<file path="src/rtl/parity_pkg.sv">
// Shared types and elaboration helpers for the streaming parity block.
package parity_pkg;

  typedef enum logic {
    IDLE,
    OPEN
  } acc_state_t;

  function automatic int clog_fanin(input int width, input int fanin);
    int w;
    int s;
    w = width;
    s = 0;
    while (w > 1) begin
      w = (w + fanin - 1) / fanin;
      s++;
    end
    return s;
  endfunction

  // Bus width seen at the input of reduction stage k
  function automatic int stage_w(input int width, input int fanin,
                                 input int k);
    int w;
    w = width;
    for (int i = 0; i < k; i++) begin
      w = (w + fanin - 1) / fanin;
    end
    return w;
  endfunction

endpackage

</file>
<file path="src/rtl/xor_reduce_stage.sv">
// One registered XOR level with valid/ready and last/odd sidebands.
module xor_reduce_stage
  import parity_pkg::*;
#(
  parameter int IN_W  = 16,
  parameter int FANIN = 4,
  localparam int OUT_W = (IN_W + FANIN - 1) / FANIN
) (
  input  logic             clk,
  input  logic             rst,
  input  logic             in_valid,
  output logic             in_ready,
  input  logic [IN_W-1:0]  in_data,
  input  logic             in_last,
  input  logic             in_odd,
  output logic             out_valid,
  input  logic             out_ready,
  output logic [OUT_W-1:0] out_data,
  output logic             out_last,
  output logic             out_odd
);

  localparam int PAD_W = OUT_W * FANIN;

  logic [PAD_W-1:0] padded;
  logic [OUT_W-1:0] red;

  // Missing leaves are zero, so they never disturb the parity
  always_comb begin
    padded = '0;
    padded[IN_W-1:0] = in_data;
    red = '0;
    for (int i = 0; i < OUT_W; i++) begin
      red[i] = ^padded[i*FANIN +: FANIN];
    end
  end

  assign in_ready = !out_valid || out_ready;

  always_ff @(posedge clk or posedge rst) begin
    if (rst) begin
      out_valid <= 1'b0;
      out_data  <= '0;
      out_last  <= 1'b0;
      out_odd   <= 1'b0;
    end else if (in_ready) begin
      out_valid <= in_valid;
      out_data  <= red;
      out_last  <= in_last;
      out_odd   <= in_odd;
    end
  end

endmodule

</file>
<file path="src/rtl/parity_stream_acc.sv">
// Pipelined per-packet parity: XOR reduction tree, packet accumulator
// and a registered result slot with full backpressure.
module parity_stream_acc
  import parity_pkg::*;
#(
  parameter int DATA_W = 16,
  parameter int FANIN  = 4,
  parameter int CNT_W  = 16
) (
  input  logic              clk,
  input  logic              rst,
  input  logic              in_valid,
  output logic              in_ready,
  input  logic [DATA_W-1:0] in_data,
  input  logic              in_last,
  input  logic              in_odd,
  output logic              out_valid,
  input  logic              out_ready,
  output logic              out_parity,
  output logic [CNT_W-1:0]  out_beats,
  output logic              out_overflow
);

  localparam int S = clog_fanin(DATA_W, FANIN);

  logic [S:0] st_v;
  logic [S:0] st_rdy;
  logic [S:0] st_last;
  logic [S:0] st_odd;

  assign st_v[0]    = in_valid;
  assign st_last[0] = in_last;
  assign st_odd[0]  = in_odd;
  assign in_ready   = st_rdy[0];

  genvar k;
  for (k = 0; k < S; k++) begin : g_stage
    localparam int IW = stage_w(DATA_W, FANIN, k);
    localparam int OW = stage_w(DATA_W, FANIN, k + 1);
    logic [IW-1:0] din;
    logic [OW-1:0] dout;
    if (k == 0) begin : g_first
      assign din = in_data;
    end else begin : g_next
      assign din = g_stage[k-1].dout;
    end
    xor_reduce_stage #(
      .IN_W (IW),
      .FANIN(FANIN)
    ) u_stage (
      .clk      (clk),
      .rst      (rst),
      .in_valid (st_v[k]),
      .in_ready (st_rdy[k]),
      .in_data  (din),
      .in_last  (st_last[k]),
      .in_odd   (st_odd[k]),
      .out_valid(st_v[k+1]),
      .out_ready(st_rdy[k+1]),
      .out_data (dout),
      .out_last (st_last[k+1]),
      .out_odd  (st_odd[k+1])
    );
  end

  logic fin_par;
  logic fin_v;
  logic fin_last;
  logic fin_odd;
  logic acc_take;
  logic absorb;

  assign fin_par  = g_stage[S-1].dout[0];
  assign fin_v    = st_v[S];
  assign fin_last = st_last[S];
  assign fin_odd  = st_odd[S];

  // A last beat needs a free result slot; other beats never stall
  assign acc_take  = !fin_last || !out_valid || out_ready;
  assign st_rdy[S] = acc_take;
  assign absorb    = fin_v && acc_take;

  acc_state_t       state_q, state_d;
  logic             acc_q, acc_d;
  logic             mode_q, mode_d;
  logic             ovf_q, ovf_d;
  logic [CNT_W-1:0] cnt_q, cnt_d;
  logic             emit;
  logic             res_par;
  logic             res_ovf;
  logic [CNT_W-1:0] res_cnt;

  always_ff @(posedge clk or posedge rst) begin
    if (rst) begin
      state_q <= IDLE;
      acc_q   <= 1'b0;
      mode_q  <= 1'b0;
      ovf_q   <= 1'b0;
      cnt_q   <= '0;
    end else begin
      state_q <= state_d;
      acc_q   <= acc_d;
      mode_q  <= mode_d;
      ovf_q   <= ovf_d;
      cnt_q   <= cnt_d;
    end
  end

  always_comb begin
    state_d = state_q;
    acc_d   = acc_q;
    mode_d  = mode_q;
    ovf_d   = ovf_q;
    cnt_d   = cnt_q;
    emit    = 1'b0;
    res_par = 1'b0;
    res_ovf = 1'b0;
    res_cnt = '0;
    if (absorb) begin
      unique case (state_q)
        IDLE: begin
          acc_d   = fin_par;
          mode_d  = fin_odd;
          ovf_d   = 1'b0;
          cnt_d   = CNT_W'(1);
          state_d = OPEN;
        end
        OPEN: begin
          acc_d = acc_q ^ fin_par;
          if (cnt_q == '1) begin
            ovf_d = 1'b1;
          end else begin
            cnt_d = cnt_q + CNT_W'(1);
          end
        end
      endcase
      if (fin_last) begin
        emit    = 1'b1;
        res_par = acc_d ^ mode_d;
        res_ovf = ovf_d;
        res_cnt = cnt_d;
        state_d = IDLE;
        acc_d   = 1'b0;
        mode_d  = 1'b0;
        ovf_d   = 1'b0;
        cnt_d   = '0;
      end
    end
  end

  always_ff @(posedge clk or posedge rst) begin
    if (rst) begin
      out_valid    <= 1'b0;
      out_parity   <= 1'b0;
      out_beats    <= '0;
      out_overflow <= 1'b0;
    end else if (emit) begin
      out_valid    <= 1'b1;
      out_parity   <= res_par;
      out_beats    <= res_cnt;
      out_overflow <= res_ovf;
    end else if (out_ready) begin
      out_valid <= 1'b0;
    end
  end

endmodule

</file>
<file path="config.mk">
export PLATFORM = sky130hd
export DESIGN_NAME = parity_stream_acc
export DESIGN_NICKNAME = d
export VERILOG_FILES = /design/src/rtl/parity_pkg.sv /design/src/rtl/xor_reduce_stage.sv /design/src/rtl/parity_stream_acc.sv
export SDC_FILE = /design/constraint.sdc
export NUM_CORES = 1
export LEC_CHECK = 0
export ABC_AREA = 1
export CORE_UTILIZATION = 45
export CTS_BUF_LIST = sky130_fd_sc_hd__clkbuf_16
export DETAILED_ROUTE_END_ITERATION = 10
export PLACE_DENSITY = 0.73
export SYNTH_ARGS = -nofsm -noshare
export SYNTH_HDL_FRONTEND = slang
export SYNTH_SLANG_ARGS = --single-unit
</file>
<file path="constraint.sdc">
create_clock -name clk -period 1.9 [get_ports clk]
set_input_delay 0.285 -clock clk [delete_from_list [all_inputs] [get_ports clk]]
set_output_delay 0.285 -clock clk [all_outputs]
set_load 0.01 [all_outputs]
</file>
==> run metrics, run 1 <==
number of global-route vias before repair 2258; worst path required time 1.62 ns; Clock transition at path regs roughly 0.060 ns; Syn Nets between 300 and 400; global route total overflow 0; top-area cell type share of the netlist area 46.9%; largest net degree at the start of global routing 32; final instance area about 0.0034 sq mm; Max Fanout on Critical Path 3; FF-to-FF Start cnt_q[1]$_DFFE_PP0P_; CP Class reg2out; Fin Hold WS 0.324 ns; most frequent cells in the layout nand2_1, dfrtp_1, nand3_1, clkdlybuf4s50_1, inv_1; RePlAce Congestion 0.867; Logic pwr share 18.2%; aggregate global-route resource usage 21.2%; Final HPWL DP about 4200 microns; WL per Instance 12.6 microns; DRT Wirelength 5720 microns; LEAKAGE 1.63 nW; Cell Area, Synth ~0.0027 sq mm; overall power slightly below 3 mW; footprint of the multi-input gates between 0.001 and 0.0015 sq mm; synthesized flop and latch total 50; Chip Width between 70 and 80 microns; P_int ~2.2 mW; Num CTS Buffers 5; H-tree depth 2; Die Y just under 80 microns; Yosys cell types 28; synth warn 0; Slew Viols, Final 0; DP Worst Slack 0.166 ns; fin crit share about nine tenths; clock share of power 39.3%; Buf/Inv on CP 1; # fillers 515; drt pass-1 iters 4; via count ~2.3k; slew of the pin with the lowest slew margin ~0.46 ns; status finished clean; Avg Cell Area, Syn approximately 8.0 sq um; Post-Place Cell Area around 0.0032 sq mm; slowest stage cell, crit path clkdlybuf4s50_1; Port-buffer cells 41; f_max 0.577 GHz; final setup fails 0; first-pass GRT wire length 10200 microns; Power Dens Cells about 850 mW/mm^2; Max-slew headroom 69.5%; CP endpoint kind output pin; delay-heaviest family, CP buffers and inverters; Seq/Total Area, Yosys between 40% and 50%; ys async rst share between 90% and 100%; Final min period 1.73 ns; DR iter-0 viols 141; reg2reg end cnt_q[3]$_DFFE_PP0P_; post-route insts no fill 453; number of synthesized flops with an enable pin 0; I/O pin count 42; R2R Setup Slk 0.22 ns; Post-CTS Hold Fix Bufs 0; Synth Flop Type dfrtp_1; vias per inst about 5.1; switching share of power 25.0%; clock insertion delay at the later pin of the skew report roughly 0.29 ns; final hold viol count 0; Sequential cell area between 0.001 and 0.0015 sq mm; post-synth top area cell dfrtp_1; startpoint types register; TritonCTS clock tree yes; Setup Fix Bufs, Post-CTS 0; Core Util, Final between 60% and 70%; Die ar. just over 0.006 sq mm; Sw Pwr 719 uW; largest buffer count on any clock path 2; max cap viols 0; setup slack after layout roughly 0.17 ns; crit-path cells nand2_1, nor2_2, nand3_1, clkdlybuf4s50_1; proportion of layout cells with a drive suffix above 1 11.8%; commonest non-fill, non-tap cell in the layout nand2_1; CTS Sinks 50; Arr. time, crit path 1.45 ns; sequential share of power between 40% and 50%; initial core utilization 47.6%; TNS Setup 0 ns; worst hold-check path type in2async; CP peak stage delay 0.55 ns; initial antenna violation count 0; Max rail drop VDD about 0.47 mV; Post-route DRC 0; post-route ant nets 0; CP Depth 4; fin nets about 400; post_cts resized 0; R2R depth 7; antenna cells 0; CP startpoint g_stage[1].u_stage.out_last$_DFFE_PP0P_; core area 0.00561 sq mm; Layout area overhead 27.1%; unrepaired setup endpoints after global routing false; Rows 27; root buf cell clkbuf_16; placed insts around 450; synth top area cells dfrtp_1, nand2_1, nand3_1, xnor2_1, inv_1; Clock Skew around 0.0046 ns; Syn Inst Count roughly 330
[state kept, by name, summed over array words and instances (netlist names), 2 cells and up]
| register | flops |
|---|---|
| g_stage.u_stage.out_data | 5 |
| g_stage.u_stage.out_valid | 2 |
| g_stage.u_stage.out_last | 2 |
| g_stage.u_stage.out_odd | 2 |
| out_beats | 16 |
| cnt_q | 16 |
[how the worst max path moves through the flow]
stage                                end  slack (ns)
floorplan              acc_q$_DFFE_PP0P_        0.41
global placement                in_ready        0.18
detailed placement              in_ready        0.17
CTS                             in_ready        0.15
global route        cnt_q[3]$_DFFE_PP0P_        0.06
finish                          in_ready        0.17
[cell type report]
type                       count  area share, %
tap                           72           2.66
multi-input combinational    241           36.6
inverter                      30           3.32
clock buffer                   5           3.69
clock inverter                 3           1.88
timing repair buffer          52           14.9
sequential                    50           36.9
[routing by layer]
metal	GRT usage (%)	share of wire, %	vias up
met5	0	0	-
met4	8.18	1.6	0
met3	4.60	4.1	10
met2	32.3	47	54
met1	29.5	48	1075
li1	-	-	1150
[synthesized netlist by cell type, types with 5 or more instances]
cell     number
a21oi_1       7
buf_2         8
dfrtp_1      50
inv_1        26
nand2_1     105
nand3_1      41
nand3_2       8
nand4_1       5
nor2_1       20
o21ai_0       7
o21ai_1       9
xnor2_1      17
[power groups by stage]
stage          registers [mW]  clock network [mW]  logic (mW)
6_report                 1.23                1.13       0.524
5_1_grt                  1.24                1.19       0.582
4_1_cts                  1.23                1.14       0.528
3_5_place_dp             1.24                   0       0.523
3_3_place_gp             1.24                   0       0.510
2_1_floorplan            1.24                   0       0.321
[logic make-up after synthesis]
kind of cell	synth area share, %
flip-flops	46.9
adder cells (fa/ha/maj)	0.469
XOR/XNOR	6.24
AO/OA/AOI/OAI	5.25
AND/OR/NAND/NOR	34.6
buffers and inverters	6.57
Note: power is estimated with default switching activity, not from simulation.
==> run 2, diff against run 1 <==
Settings changed: CORE_ASPECT_RATIO set to 2.
==> run 2 against run 1 <==
  * First-iteration DRC count decreased by 61%
  * Non-clock buffer count decreased by 2
  * Die area increased by 0.30%
  * Largest cell class unchanged
  * Clock skew increased by 0.00088 ns
==> run metrics, run 2 (synthesis results as in run 1) <==
status finished clean; proportion of layout cells with a drive suffix above 1 between 10% and 20%; Max-slew headroom 61.8%; biggest regs cnt_q: 16 flops, out_beats: 16 flops, g_stage.u_stage.out_data: 5 flops; global route total overflow 0; initial antenna violation count 0; post-route ant nets 0; antenna cells 0; commonest non-fill, non-tap cell in the layout nand2_1; post_cts resized 0; Die Y between 100 and 150 microns; Arr. time, crit path around 1.4 ns; Slew Viols, Final 0; Final HPWL DP 4550 microns; RePlAce Congestion 0.891; DRT Wirelength about 6000 microns; Clock Skew around 0.0055 ns; CTS Sinks 50; H-tree depth 2; Fin Hold WS between 0.3 and 0.4 ns; I/O pin count 42; drt pass-1 iters 4; Core Util, Final between 50% and 60%; worst path required time 1.62 ns; TNS Setup 0 ns; number of global-route vias before repair 2417; most frequent cells in the layout nand2_1, dfrtp_1, nand3_1, clkdlybuf4s50_1, inv_1; largest net degree at the start of global routing between 50 and 60; via count 2329; root buf cell clkbuf_16; Port-buffer cells 41; Final min period 1.73 ns; final hold viol count 0; worst hold-check path type in2async; initial core utilization 46.7%; CP Class in2out; Post-CTS Hold Fix Bufs 0; CP endpoint kind output pin; Max rail drop VDD between 0.9 and 1 mV; fin crit share between 90% and 100%; LEAKAGE ~1.6 nW; fin nets 401; clock insertion delay at the later pin of the skew report a little under 0.3 ns; WL per Instance 13.7 microns; Layout area overhead 25.0%; Power Dens Cells 815 mW/mm^2; Die ar. about 0.0063 sq mm; Clock transition at path regs roughly 0.06 ns; Setup Fix Bufs, Post-CTS 0; core area approximately 0.0057 sq mm; first-pass GRT wire length about 10000 microns; Rows 39; slew of the pin with the lowest slew margin 0.573 ns; # fillers 545; unrepaired setup endpoints after global routing false; f_max around 0.58 GHz; TritonCTS clock tree yes; final setup fails 0; DR iter-0 viols 55; Post-route DRC 0; vias per inst 5.29; Chip Width 56.4 microns; Max Fanout on Critical Path 2; startpoint types input port; aggregate global-route resource usage 21.1%; Num CTS Buffers 5; max cap viols 0; largest buffer count on any clock path 2
run 2: worst max-delay path, cell delays in order:
cell and delay (ns):
clkdlybuf4s50_1 0.48, nor2_2 0.05, nand3_1 0.08, clkdlybuf4s50_1 0.55
run 2: per-layer routing:
| metal | global-route usage (%) | up-vias | routed length [microns] |
|---|---|---|---|
| met3 | 3.15 | 10 | 185 |
| met4 | 9.27 | 0 | 152 |
| met5 | 0 | - | 0 |
| met1 | 21.9 | 1130 | 2120 |
| li1 | - | 1147 | - |
| met2 | 40.0 | 42 | 3560 |
run 2: power breakdown:
part / internal (mW) / leakage, nW / switching, mW
registers: 1.16 / 0.658 / 0.0625
logic: 0.247 / 0.872 / 0.268
clock network: 0.612 / 0.0864 / 0.369
run 2: layout make-up:
type | count | area [sq um] | share of cell area, %
clock inverter | 3 | 37.5 | 1.13
clock buffer | 5 | 125 | 3.75
tap | 61 | 76.3 | 2.29
multi-input combinational | 241 | 1240 | 37.2
sequential | 50 | 1250 | 37.5
inverter | 30 | 113 | 3.38
timing repair buffer | 50 | 490 | 14.7
run 2: metrics by stage:
step,setup slack (ns),cells,power [mW],area (sq um)
after floorplan,0.414,332,1.56,2670
after global placement,0.181,432,1.75,3170
after detailed placement,0.170,432,1.76,3170
after CTS,0.161,440,2.74,3330
after global routing,0.0402,440,2.84,3330
final,0.171,440,2.72,3330
run 2: path summary, 6_finish.rpt:
path | start | to | slack (ns) | depth (start not counted)
max in group asynchronous | rst | g_stage[0].u_stage.out_data[1]$_DFFE_PP0P_ | 1.31 | 3
max | out_ready | in_ready | 0.17 | 4
min | rst | out_beats[0]$_DFFE_PP0P_ | 0.35 | 3
min reg2reg | g_stage[0].u_stage.out_last$_DFFE_PP0P_ | g_stage[1].u_stage.out_last$_DFFE_PP0P_ | 0.46 | 2
min in group clk | g_stage[0].u_stage.out_last$_DFFE_PP0P_ | g_stage[1].u_stage.out_last$_DFFE_PP0P_ | 0.46 | 2
max reg2reg | cnt_q[1]$_DFFE_PP0P_ | out_beats[0]$_DFFE_PP0P_ | 0.20 | 8
